`config.mk`:
```
export PLATFORM = sky130hd
export DESIGN_NAME = dict_decompressor
export DESIGN_NICKNAME = d
export VERILOG_FILES = /design/src/rtl/dict_decompressor.sv
export SDC_FILE = /design/constraint.sdc
export NUM_CORES = 1
export LEC_CHECK = 0
export CORE_ASPECT_RATIO = 2
export CORE_MARGIN = 4
export CORE_UTILIZATION = 40
export CTS_BUF_LIST = sky130_fd_sc_hd__clkbuf_4
export CTS_CLUSTER_DIAMETER = 100
export DETAILED_ROUTE_END_ITERATION = 8
export HOLD_SLACK_MARGIN = 0.08
export PLACE_DENSITY = 0.57
export RECOVER_POWER = 100
export SKIP_LAST_GASP = 1
export SLEW_MARGIN = 0
export SYNTH_ARGS = -nofsm -noshare
export SYNTH_HDL_FRONTEND = slang
export SYNTH_SLANG_ARGS = --single-unit
```
`constraint.sdc`:
```
create_clock -name clk -period 2.07 [get_ports clk]
set_clock_uncertainty 0.15 [all_clocks]
set_input_delay 0.414 -clock clk [delete_from_list [all_inputs] [get_ports clk]]
set_output_delay 0.414 -clock clk [all_outputs]
set_load 0.05 [all_outputs]
```
`src/rtl/dict_decompressor.sv`:
```
`default_nettype none
// ============================================================================
// Module   : dict_decompressor
// Purpose  : Two-stage streaming dictionary decoder. Each token is either a
//            key or a raw value; the block emits full-width values.
// Revision : 1.0 - initial release
// ============================================================================
module dict_decompressor #(
    parameter int KEY_WIDTH = 4,
    parameter int VAL_WIDTH = 8,
    parameter int CNT_WIDTH = 16
) (
    input  logic                 clk,
    input  logic                 resetn,
    input  logic                 dict_we,
    input  logic [KEY_WIDTH-1:0] dict_waddr,
    input  logic [VAL_WIDTH-1:0] dict_wdata,
    input  logic                 in_valid,
    output logic                 in_ready,
    input  logic                 in_compressed,
    input  logic [VAL_WIDTH-1:0] in_data,
    output logic                 out_valid,
    input  logic                 out_ready,
    output logic [VAL_WIDTH-1:0] out_data,
    output logic                 out_was_compressed,
    output logic                 err_miss,
    output logic [CNT_WIDTH-1:0] stat_compressed,
    output logic [CNT_WIDTH-1:0] stat_raw,
    input  logic                 stat_clear
);

    localparam int c_depth = 1 << KEY_WIDTH;

    logic [VAL_WIDTH-1:0] r_mem [c_depth];
    logic [c_depth-1:0]   r_entry_valid;

    logic                 r_s1_valid;
    logic                 r_s1_comp;
    logic [VAL_WIDTH-1:0] r_s1_data;

    logic                 r_out_valid;
    logic                 r_out_comp;
    logic [VAL_WIDTH-1:0] r_out_data;
    logic                 r_err_miss;
    logic [CNT_WIDTH-1:0] r_stat_comp;
    logic [CNT_WIDTH-1:0] r_stat_raw;

    logic [KEY_WIDTH-1:0] w_key;
    logic                 w_fwd;
    logic                 w_entry_ok;
    logic [VAL_WIDTH-1:0] w_lookup;
    logic [VAL_WIDTH-1:0] w_resolved;
    logic                 w_s2_free;
    logic                 w_s1_adv;
    logic                 w_accept;
    logic                 w_miss;
    logic                 w_out_hs;

    // Array contents need no reset: the per-entry valid bits gate every read.
    always_ff @(posedge clk) begin
        if (dict_we) begin
            r_mem[dict_waddr] <= dict_wdata;
        end
    end

    always_ff @(posedge clk) begin
        if (!resetn) begin
            r_entry_valid <= '0;
        end else if (dict_we) begin
            r_entry_valid[dict_waddr] <= 1'b1;
        end
    end

    // A write landing on the key being resolved is forwarded (write-first).
    assign w_key      = r_s1_data[KEY_WIDTH-1:0];
    assign w_fwd      = dict_we && (dict_waddr == w_key);
    assign w_entry_ok = w_fwd || r_entry_valid[w_key];
    assign w_lookup   = w_fwd ? dict_wdata : r_mem[w_key];

    always_comb begin
        w_resolved = r_s1_data;
        if (r_s1_comp) begin
            w_resolved = w_entry_ok ? w_lookup : '0;
        end
    end

    assign w_s2_free = !r_out_valid || out_ready;
    assign in_ready  = !r_s1_valid || w_s2_free;
    assign w_accept  = in_valid && in_ready;
    assign w_s1_adv  = r_s1_valid && w_s2_free;
    assign w_miss    = w_s1_adv && r_s1_comp && !w_entry_ok;
    assign w_out_hs  = r_out_valid && out_ready;

    always_ff @(posedge clk) begin
        if (!resetn) begin
            r_s1_valid <= 1'b0;
            r_s1_comp  <= 1'b0;
            r_s1_data  <= '0;
        end else if (w_accept) begin
            r_s1_valid <= 1'b1;
            r_s1_comp  <= in_compressed;
            r_s1_data  <= in_data;
        end else if (w_s1_adv) begin
            r_s1_valid <= 1'b0;
        end
    end

    // Output registers move only when S2 is free, so held data stays stable.
    always_ff @(posedge clk) begin
        if (!resetn) begin
            r_out_valid <= 1'b0;
            r_out_comp  <= 1'b0;
            r_out_data  <= '0;
        end else if (w_s2_free) begin
            r_out_valid <= r_s1_valid;
            if (r_s1_valid) begin
                r_out_comp <= r_s1_comp;
                r_out_data <= w_resolved;
            end
        end
    end

    always_ff @(posedge clk) begin
        if (!resetn) begin
            r_err_miss  <= 1'b0;
            r_stat_comp <= '0;
            r_stat_raw  <= '0;
        end else begin
            r_err_miss <= w_miss || (r_err_miss && !stat_clear);
            if (stat_clear) begin
                r_stat_comp <= '0;
                r_stat_raw  <= '0;
            end else if (w_out_hs) begin
                if (r_out_comp) begin
                    if (r_stat_comp != '1) begin
                        r_stat_comp <= r_stat_comp + CNT_WIDTH'(1);
                    end
                end else if (r_stat_raw != '1) begin
                    r_stat_raw <= r_stat_raw + CNT_WIDTH'(1);
                end
            end
        end
    end

    assign out_valid          = r_out_valid;
    assign out_data           = r_out_data;
    assign out_was_compressed = r_out_comp;
    assign err_miss           = r_err_miss;
    assign stat_compressed    = r_stat_comp;
    assign stat_raw           = r_stat_raw;

endmodule
`default_nettype wire

```
==> results of run 1 <==
cell families after synthesis:
group / share of synthesized area [%]
AO/OA/AOI/OAI: 9.59
XOR/XNOR: 1.68
adder cells (fa/ha/maj): 0.300
buffers and inverters: 2.36
flip-flops: 63.7
multiplexers: 11.4
AND/OR/NAND/NOR: 11.0
per-stage QoR:
stage	TNS (ns)	instance area, um^2	power (W)	setup slack (ns)	utilization (%)
detailed placement	-15.92	9860	0.00508	-0.409	48.2
global route	-4.31	10400	0.00844	-0.166	50.7
global placement	-15.06	9860	0.00506	-0.436	48.2
finish	-1.36	10400	0.00810	-0.116	50.7
CTS	-0.929	10600	0.00821	-0.127	51.6
floorplan	0	8360	0.00477	0.0264	-
cell type report:
type                            instances  area, um^2
Fill cell                            1854       10100
Sequential cell                       201        5330
Multi-Input combinational cell        365        2920
Timing Repair Buffer                  162        1210
Clock buffer                           66         495
Tap cell                              266         333
Clock inverter                         12        75.1
Inverter                                2        7.51
Antenna cell                            1        2.50
worst max-delay path, stage by stage (launching register included):
cell and delay, ns:
dfxtp_4 0.40, buf_12 0.15, mux4_2 0.56, mux2i_2 0.23, o22ai_2 0.12, a221o_1 0.30
and3_1 0.16
cells in the mapped netlist (all sizes together) (2+ instances only):
master,number
mux2,18
clkbuf,19
and4,4
o211ai,4
o21a,17
dfxtp,73
xnor2,4
o221ai,9
o31ai,3
a21oi,13
a221o,8
o2111ai,2
nor2b,5
edfxtp,128
buf,14
mux4,27
nor3,6
a21boi,10
nor2,37
or3,14
o311ai,3
o21ai,34
ha,2
nand2b,7
and2,2
nand2,41
nor4,9
nand3,26
o22ai,8
and3,12
xor2,12
nand4,8
nand3b,3
mux2i,9
state kept, by name (all words and copies together), names as in the netlist, named ones only:
signal,flops
out_was_compressed,1
out_valid,1
r_s1_valid,1
stat_compressed,16
r_mem,128
err_miss,1
r_s1_data,8
out_data,8
stat_raw,16
r_entry_valid,16
r_s1_comp,1
final timing paths:
check,from,end,slack [ns]
worst max-delay path,flop,out_data[7]$_SDFFE_PN0N_,-0.12
worst min-delay path,in_data[6],r_s1_data[6]$_SDFFE_PN0P_,0.22
worst max register to register,flop,out_data[7]$_SDFFE_PN0N_,-0.12
worst min register to register,r_entry_valid[8]$_SDFFE_PN0P_,r_entry_valid[8]$_SDFFE_PN0P_,0.31
repair_timing:
item / CTS / global route
cloned: 1 / 0
setup buffers: 1 / 5
gates resized for setup: 45 / 20
pin swaps: 15 / 7
endpoints found under the setup margin: 17 / 20
power by group through the flow:
stage / Clock, W / Sequential, W / Combinational [W]
3_3_place_gp: 0 / 0.00446 / 0.000602
4_1_cts: 0.00318 / 0.00438 / 0.000650
2_1_floorplan: 0 / 0.00447 / 0.000301
6_report: 0.00308 / 0.00438 / 0.000640
3_5_place_dp: 0 / 0.00447 / 0.000613
5_1_grt: 0.00337 / 0.00439 / 0.000687
layer usage:
| metal | routed length, um | share of wire [%] |
|---|---|---|
| met5 | 0 | 0 |
| met4 | 1450 | 6.6 |
| met3 | 915 | 4.2 |
| met2 | 12700 | 58 |
| met1 | 6880 | 31 |
==> run metrics, run 1 <==
status finished with violations; violations in the final reports setup timing; CP Class flop to flop; Row Count 74; drt wl/cell about 20 um; Post-synth EDFFs ~130; Net Sw Frac 23.4%; Rel. slew slack 48.3%; Hold Slack ~0.22 ns; vias in the first global route approximately 6200; RSZ-0062 raised after global routing true; Final Wtd Congestion a little over 0.8; clk_lat worst skew around 0.66 ns; Net Sw Power 0.00190 W; Die H about 210 um; H-tree depth 2; post-synth top area share a little under half; most frequent cells in the layout edfxtp_1, clkbuf_4, buf_4, dfxtp_1, clkbuf_2; Yosys reg bits ~200; crit end category flop; met3 Use GR under 10%; CTS Root Cell clkbuf_4; final setup margin -0.116 ns; max-slew violation count 0; prevailing post-synth register cell edfxtp_1; largest net degree at the start of global routing 38; hold path depth 3; Final Cycle Share 106%; Post-Syn Nets 630; Crit path required time approximately 2.4 ns; Starting DRT DRC Count between 300 and 400; Synth async-reset ratio 0%; max frequency roughly 460 MHz; commonest non-fill, non-tap cell in the layout edfxtp_1; dpl cells 990; Int Power a little over 0.006 W; nets 805; Syn-to-layout area delta 24.5%; reg2reg path depth 6; Max clock buf depth 3; startpoint types flop; Syn Area/Cell 13.9 um^2; core box area slightly above 20000 um^2; port bufs 70; CTS Sinks around 200; top post-synthesis cells by area edfxtp_1, dfxtp_1, mux4_1, mux4_2, mux2_2; synthesized instance count 601; met1 usage approximately 17%; Comb pwr share under 10%; TritonCTS clock tree built; GR Util met2 a little under two fifths; Starting Density around 41%; Lkg Pwr around 3.6 nW; DIE AREA roughly 23000 um^2; Critical Path AT 2.53 ns; grt total ovfl 0; dpl hpwl 16300 um; Num CTS Buffers 44; Least-Margin Pin Slew slightly below 0.8 ns; vias per inst approximately 5.4; GR peak layer met2; setup violators final 19; Max-cap violations 0; layout cell share with drive strength beyond 1 roughly a third; Hold Fails Final Rpt 0; # hold bufs at CTS 0; post-synthesis cell type count 55; Ports between 70 and 80; cell taking the most area after synthesis edfxtp_1; number of warning messages in the yosys log 0; clk slew on worst S/H paths 0.08 ns; Die W 110 um; synthesized area 8330 um^2; Cell Count, Final, Fillers Out between 1000 and 1500; post-synthesis sequential area ratio 63.7%; peak supply drop approximately 380 uV; DRC errors left 0; initial antenna violation count 1; first-pass GRT wire length ~34000 um; CP max FO 8; number of nets with antenna violations after routing 0; vias approximately 5800; drt total wl approximately 22000 um; HP Class primary input to flop; gr usage total 19.4%; Flop pwr share between 50% and 60%; PwrDens slightly below 800 nW/um^2; drt pass-1 iters 4; Clk network pwr share between 30% and 40%; Final Critical Period roughly 2.2 ns
No activity file was read; power rests on OpenSTA's default activity.
==> inputs of run 2 (changes only) <==
--- a/config.mk
+++ b/config.mk
@@ -14,7 +14,6 @@
 export HOLD_SLACK_MARGIN = 0.08
 export PLACE_DENSITY = 0.57
 export RECOVER_POWER = 100
-export SKIP_LAST_GASP = 1
 export SLEW_MARGIN = 0
 export SYNTH_ARGS = -nofsm -noshare
 export SYNTH_HDL_FRONTEND = slang
==> run metrics, run 2 (synthesis results as in run 1) <==
vias 5769 (-0.48%); nets 805 (unchanged); PwrDens 767 nW/um^2 (-1.8%); DRC errors left 0 (unchanged); Die H 212 um (unchanged); Cell Count, Final, Fillers Out 1075 (unchanged); setup tns final -0.633 ns (+0.724 ns); Syn-to-layout area delta 26.8%; Hold Slack 0.217 ns (-0.00150 ns); HP Class primary input to flop; Critical Path AT 2.53 ns (about the same); grt total ovfl 0 (unchanged); TritonCTS clock tree built; Rel. slew slack 49.5% (+1.2 points); Comb pwr share 8.0% (about the same); clk slew on worst S/H paths 0.07 ns (about the same); Largest register FFs 128 (unchanged); largest net degree at the start of global routing 38 (unchanged); Final Cycle Share 105% (-0.19 points); Hold Fails Final Rpt 0 (unchanged); drt wl/cell 20.4 um (-0.39%); RSZ-0062 raised after global routing true; crit end category flop; Row Count 74 (unchanged); Slowest-stage cell, CP mux4_2; dpl cells 990 (unchanged); H-tree depth 2 (unchanged); drt pass-1 iters 4 (unchanged); Max clock buf depth 3 (unchanged); CTS Sinks 201 (unchanged); hold path depth 3 (unchanged); reg2reg end out_data[7]$_SDFFE_PN0N_; vias in the first global route 6236 (+0.16%); Reg with most FFs r_mem; Ports 71 (unchanged); startpoint types flop; initial antenna violation count 1 (unchanged); critical path, cell by cell buf_12, mux4_2, mux2i_2, o22ai_2, a221o_1, and3_1; DIE AREA 23300 um^2 (unchanged); Starting Density 40.7% (unchanged); drt total wl 21900 um (-0.39%); max frequency 458 MHz (+0.18%); clk_lat worst skew 0.66 ns (about the same); first-pass GRT wire length 33700 um (about the same); reg2reg path depth 6 (unchanged); status finished with violations; Least-Margin Pin Slew 0.758 ns (-0.0177 ns); Reg2Reg Setup Slack -0.11 ns (about the same); Int Power 0.00621 W (+0.14%); Final Core Density 51.7% (+0.95 points); port bufs 70 (unchanged); peak supply drop 382 uV (about the same); Lkg Pwr 3.70 nW (+2.8%); Max-cap violations 0 (unchanged); most frequent cells in the layout edfxtp_1, buf_4, clkbuf_4, dfxtp_1, nand2_1; worst hold start in_data[6]; Starting DRT DRC Count 335 (+8.4%); Net Sw Power 0.00189 W (-0.24%); CP max FO 8 (unchanged); CP Class flop to flop; Die W 110 um (unchanged); Clk network pwr share 37.9% (about the same); Flop pwr share 54.0% (about the same); vias per inst 5.37 (-0.48%); max-slew violation count 0 (unchanged); Final Wtd Congestion 0.815 (unchanged); dpl hpwl 16300 um (unchanged); core box area 20500 um^2 (unchanged); CTS Root Cell clkbuf_4; final setup margin -0.112 ns (+0.00390 ns); total power draw 0.00811 W (about the same); Worst Hold End r_s1_data[6]$_SDFFE_PN0P_; gr usage total 19.4% (about the same); Net Sw Frac 23.3% (-0.068 points); violations in the final reports setup timing; commonest non-fill, non-tap cell in the layout edfxtp_1; number of nets with antenna violations after routing 0 (unchanged); setup violators final 8 (-11); crit-path max cell delay 0.56 ns (about the same); Num CTS Buffers 44 (unchanged); layout cell share with drive strength beyond 1 35.8% (+2.5 points); Final Critical Period 2.18 ns (-0.00390 ns); Crit path required time 2.42 ns (about the same)
[run 2: worst max path at each step]
stage | slack, ns | to | cells past startpoint
floorplan | 0.03 | stat_compressed[0]$_SDFFE_PP0P_ | 5
global placement | -0.44 | flop | 8
detailed placement | -0.41 | flop | 8
CTS | -0.13 | out_data[5]$_SDFFE_PN0N_ | 6
global route | -0.17 | out_data[5]$_SDFFE_PN0N_ | 6
finish | -0.11 | out_data[7]$_SDFFE_PN0N_ | 6
[run 2: layout make-up]
type	instances	area [um^2]
antenna	1	2.50
clock buffer	66	495
clock inverter	12	75.1
fill	1817	9890
inverter	2	7.51
multi-input combinational	365	2960
sequential	201	5340
tap	266	333
timing repair buffer	162	1360
[run 2: metrics by stage]
| stage | worst slack, ns | instance area [um^2] |
|---|---|---|
| floorplan | 0.0264 | 8360 |
| global placement | -0.436 | 9860 |
| detailed placement | -0.409 | 9860 |
| CTS | -0.127 | 10600 |
| global route | -0.166 | 10600 |
| finish | -0.112 | 10600 |
[run 2: worst max-delay path, delay by kind of cell, from the launching register on]
family	cells	cell delay [ns]
AOI/OAI and AO/OA	2	0.42
buffers and inverters	1	0.15
DFF	1	0.40
muxes	2	0.79
and+or+nand+nor	1	0.16
[run 2: metal layers]
layer,GRT usage [%],share of wire [%]
met1,16.8,32
met4,12.7,6.1
met3,3.19,3.4
met5,0,0
met2,38.2,59
[run 2: power groups by stage]
stage | logic [W] | registers (W) | clock network, W
after global routing | 0.000698 | 0.00439 | 0.00337
after global placement | 0.000602 | 0.00446 | 0
after floorplan | 0.000301 | 0.00447 | 0
after CTS | 0.000650 | 0.00438 | 0.00318
final | 0.000650 | 0.00438 | 0.00308
after detailed placement | 0.000613 | 0.00447 | 0
[run 2: timing repair]
action / in CTS / in global routing
pin swaps: 15 / 7
hold buffers: 0 / 0
setup endpoints to repair: 17 / 20
gates resized for setup: 46 / 21
gates cloned: 1 / 0
buffers inserted: 1 / 5
==> inputs of run 3 (changes only) <==
--- a/config.mk
+++ b/config.mk
@@ -5,14 +5,16 @@
 export SDC_FILE = /design/constraint.sdc
 export NUM_CORES = 1
 export LEC_CHECK = 0
+export ABC_AREA = 1
 export CORE_ASPECT_RATIO = 2
 export CORE_MARGIN = 4
 export CORE_UTILIZATION = 40
 export CTS_BUF_LIST = sky130_fd_sc_hd__clkbuf_4
 export CTS_CLUSTER_DIAMETER = 100
 export DETAILED_ROUTE_END_ITERATION = 8
+export DONT_BUFFER_PORTS = 1
 export HOLD_SLACK_MARGIN = 0.08
-export PLACE_DENSITY = 0.57
+export PLACE_DENSITY = 0.52
 export RECOVER_POWER = 100
 export SLEW_MARGIN = 0
 export SYNTH_ARGS = -nofsm -noshare
==> run metrics, run 3 <==
setup tns final 0 ns (+0.633 ns); largest net degree at the start of global routing 42 (+11%); Lkg Pwr 4.21 nW (+14%); Syn-to-layout area delta 16.8%; port bufs 0 (-100%); Slowest-stage cell, CP dfxtp_2; crit-path max cell delay 0.35 ns (-0.21 ns); post-synthesis sequential area ratio 59.7% (-4.0 points); final instance area 10400 um^2 (-1.8%); DRC errors left 0 (unchanged); CP Class flop to output port; number of nets with antenna violations after routing 0 (unchanged); Ports 71 (unchanged); vias 7027 (+22%); grt total ovfl 0 (unchanged); vias in the first global route 7074 (+13%); sequential cell area 5310 um^2 (-0.63%); Post-Syn Nets 1038 (+65%); crit end category output port; setup violators final 0 (-8); cell with the most instances after synthesis nand2_1; Worst R2R Start r_s1_data[1]$_SDFFE_PN0P_; Yosys reg bits 201 (unchanged); DIE AREA 24800 um^2 (+6.3%); synthesized instance count 1009 (+68%); status completed; clk_lat worst skew 0.66 ns (about the same); H-tree depth 2 (unchanged); CP max FO 4 (-4); PwrDens 790 nW/um^2 (+3.0%); worst hold start dict_waddr[2]; mux contribution to synthesized area 0% (-11 points); HP Class primary input to flop; clk slew on worst S/H paths 0.06 ns (about the same); most frequent cells in the layout nand2_1, edfxtp_1, inv_1, nor2_1, nand3_1; compound-gate portion of the synthesized area 5.86% (-3.7 points); final setup margin 0.0535 ns (+0.166 ns); RSZ-0062 raised after global routing false; peak supply drop 474 uV (+24%); core box area 21700 um^2 (+6.0%); TritonCTS clock tree built; family with the most delay on the worst path flip-flops; XOR/XNOR share of the synthesized area 1.28% (-0.40 points); synthesized area 8890 um^2 (+6.7%); Final Cycle Share 97.4% (-8.0 points); Syn Area/Cell 8.81 um^2 (-36%); largest family of logic cells by synthesized area simple AND/OR/NAND/NOR gates; first-pass GRT wire length 38700 um (+15%); commonest non-fill, non-tap cell in the layout nand2_1; number of warning messages in the yosys log 0 (unchanged); Die W 113 um (+3.0%); total setup buffers inserted after CTS 0 (-1); Synth async-reset ratio 0% (unchanged); critical path startpoint out_valid$_SDFFE_PN0P_; DP Area 9640 um^2 (-2.2%); Reg with most FFs r_mem; Row Count 76 (+2.7%); critical path, cell by cell buf_8, nand3_2, buf_6; Adder-Cell Fraction of Synth Area 0.282% (-0.019 points); initial antenna violation count 1 (unchanged); post-synthesis cell type count 37 (-33%); area occupied by multi-input gates 2880 um^2 (-2.4%); Hold Fails Final Rpt 0 (unchanged); Max-cap violations 0 (unchanged); drt wl/cell 17.6 um (-14%); drt total wl 25100 um (+15%); post-synth top area share 43.2% (-2.9 points); CTS Root Cell clkbuf_4; cell taking the most area after synthesis edfxtp_1; pre-CTS WS -0.00420 ns (+0.404 ns); Num CTS Buffers 44 (unchanged); Post-synth EDFFs 128 (unchanged); startpoint types flop; max-slew violation count 0 (unchanged); vias per inst 4.92 (-8.2%); prevailing post-synth register cell edfxtp_1; dpl hpwl 17400 um (+7.1%); Crit path required time 1.51 ns (-0.91 ns); Critical Path AT 1.45 ns (-1.08 ns); Starting DRT DRC Count 244 (-27%); Rel. slew slack 45.6% (-3.9 points); Starting Density 41.0% (+0.27 points); gr usage total 20.6% (+1.2 points); simple-gate share of the synthesized area 25.0% (+14 points); synth cell count leaders nand2_1, edfxtp_1, inv_1, nor2_1, nand3_1; CP Buf/Inv Count 2 (+1); Largest register FFs 128 (unchanged); drt pass-1 iters 5 (+1); nets 1148 (+43%); Final Critical Period 2.02 ns (-0.166 ns); layout cell share with drive strength beyond 1 13.7% (-22 points); Least-Margin Pin Slew 0.813 ns (+0.0553 ns); max frequency 496 MHz (+8.2%); Die H 219 um (+3.2%); CTS Sinks 201 (unchanged); Final Wtd Congestion 0.885 (+8.6%); Max clock buf depth 3 (unchanged); total power draw 0.00820 W (+1.2%); top post-synthesis cells by area edfxtp_1, dfxtp_1, nand2_1, nand3_1, inv_1; Filler cells 2173 (+20%)
==> run 3: changes by cell type in the layout (fill, tap and decap cells not counted), sizes merged, moves of 14 or more <==
cell           previous run  this run
nand2                    41       251
inv                       2       133
nand3                    26       117
nor2                     37       123
buf                     116        33
mux4                     27         0
clkbuf                   81       107
a21oi                    13        35
dlygate4sd3               9        28
mux2                     18         0
clkdlybuf4s50            17         0
o21ai                    34        49
nor3                      6        20
or3                      14         0
==> run 3: final cells by class <==
class | count | area share, %
Antenna cell | 1 | 0.0241
Clock buffer | 67 | 4.85
Clock inverter | 13 | 0.542
Inverter | 133 | 4.81
Multi-Input combinational cell | 638 | 27.8
Sequential cell | 201 | 51.1
Tap cell | 273 | 3.29
Timing Repair Buffer | 101 | 7.57
==> run 3: cell families (layout without fill, tap and decap cells) <==
group	after synthesis	in the layout
other	0	1
AO/OA/AOI/OAI	95	95
adder cells (fa/ha/maj)	2	2
XOR/XNOR	13	13
buffers and inverters	170	314
flip-flops	201	201
AND/OR/NAND/NOR	528	528
==> run 3: worst min-delay path, delay by kind of cell <==
family	cells	cell delay [ns]
buf+inv	2	0.17
simple gates	4	0.26
==> run 3: timing repair <==
action,CTS,global route
hold buffers,28,0
hold endpoints to repair,185,0
endpoints found under the setup margin,2,11
resized for setup,4,5
==> run 3: report_power, final <==
part	internal (W)	total (W)	switching [W]	leakage [nW]
combinational	0.000239	0.000728	0.000490	2.14
clock	0.00148	0.00303	0.00155	0.326
sequential	0.00435	0.00444	0.0000926	1.75
==> run 3: routing by layer <==
layer | wire length [um] | global-route usage [%] | vias to the layer above | share of wire (%)
met3 | 1150 | 3.53 | 72 | 4.6
li1 | - | - | 3527 | -
met1 | 8460 | 19.3 | 3246 | 34
met5 | 0 | 0 | - | 0
met2 | 14300 | 40.8 | 182 | 57
met4 | 1210 | 11.0 | 0 | 4.8
==> run 3: path summary, 6_finish.rpt <==
path                            slack [ns]                       endpoint  depth (start not counted)
worst max-delay path                  0.05                       in_ready                          3
worst min-delay path                  0.13  r_entry_valid[5]$_SDFFE_PN0P_                          6
worst min register to register        0.31      r_s1_data[7]$_SDFFE_PN0P_                          2
worst max register to register        0.10       out_data[2]$_SDFFE_PN0N_                          9
==> run 3: through the flow <==
stage,std cells,hold slack (ns),util [%]
detailed placement,1318,0.296,44.5
CTS,1426,0.0886,48.4
finish,1427,0.133,47.9
global route,1427,0.158,47.9
floorplan,1009,0.274,-
global placement,1318,0.287,44.5
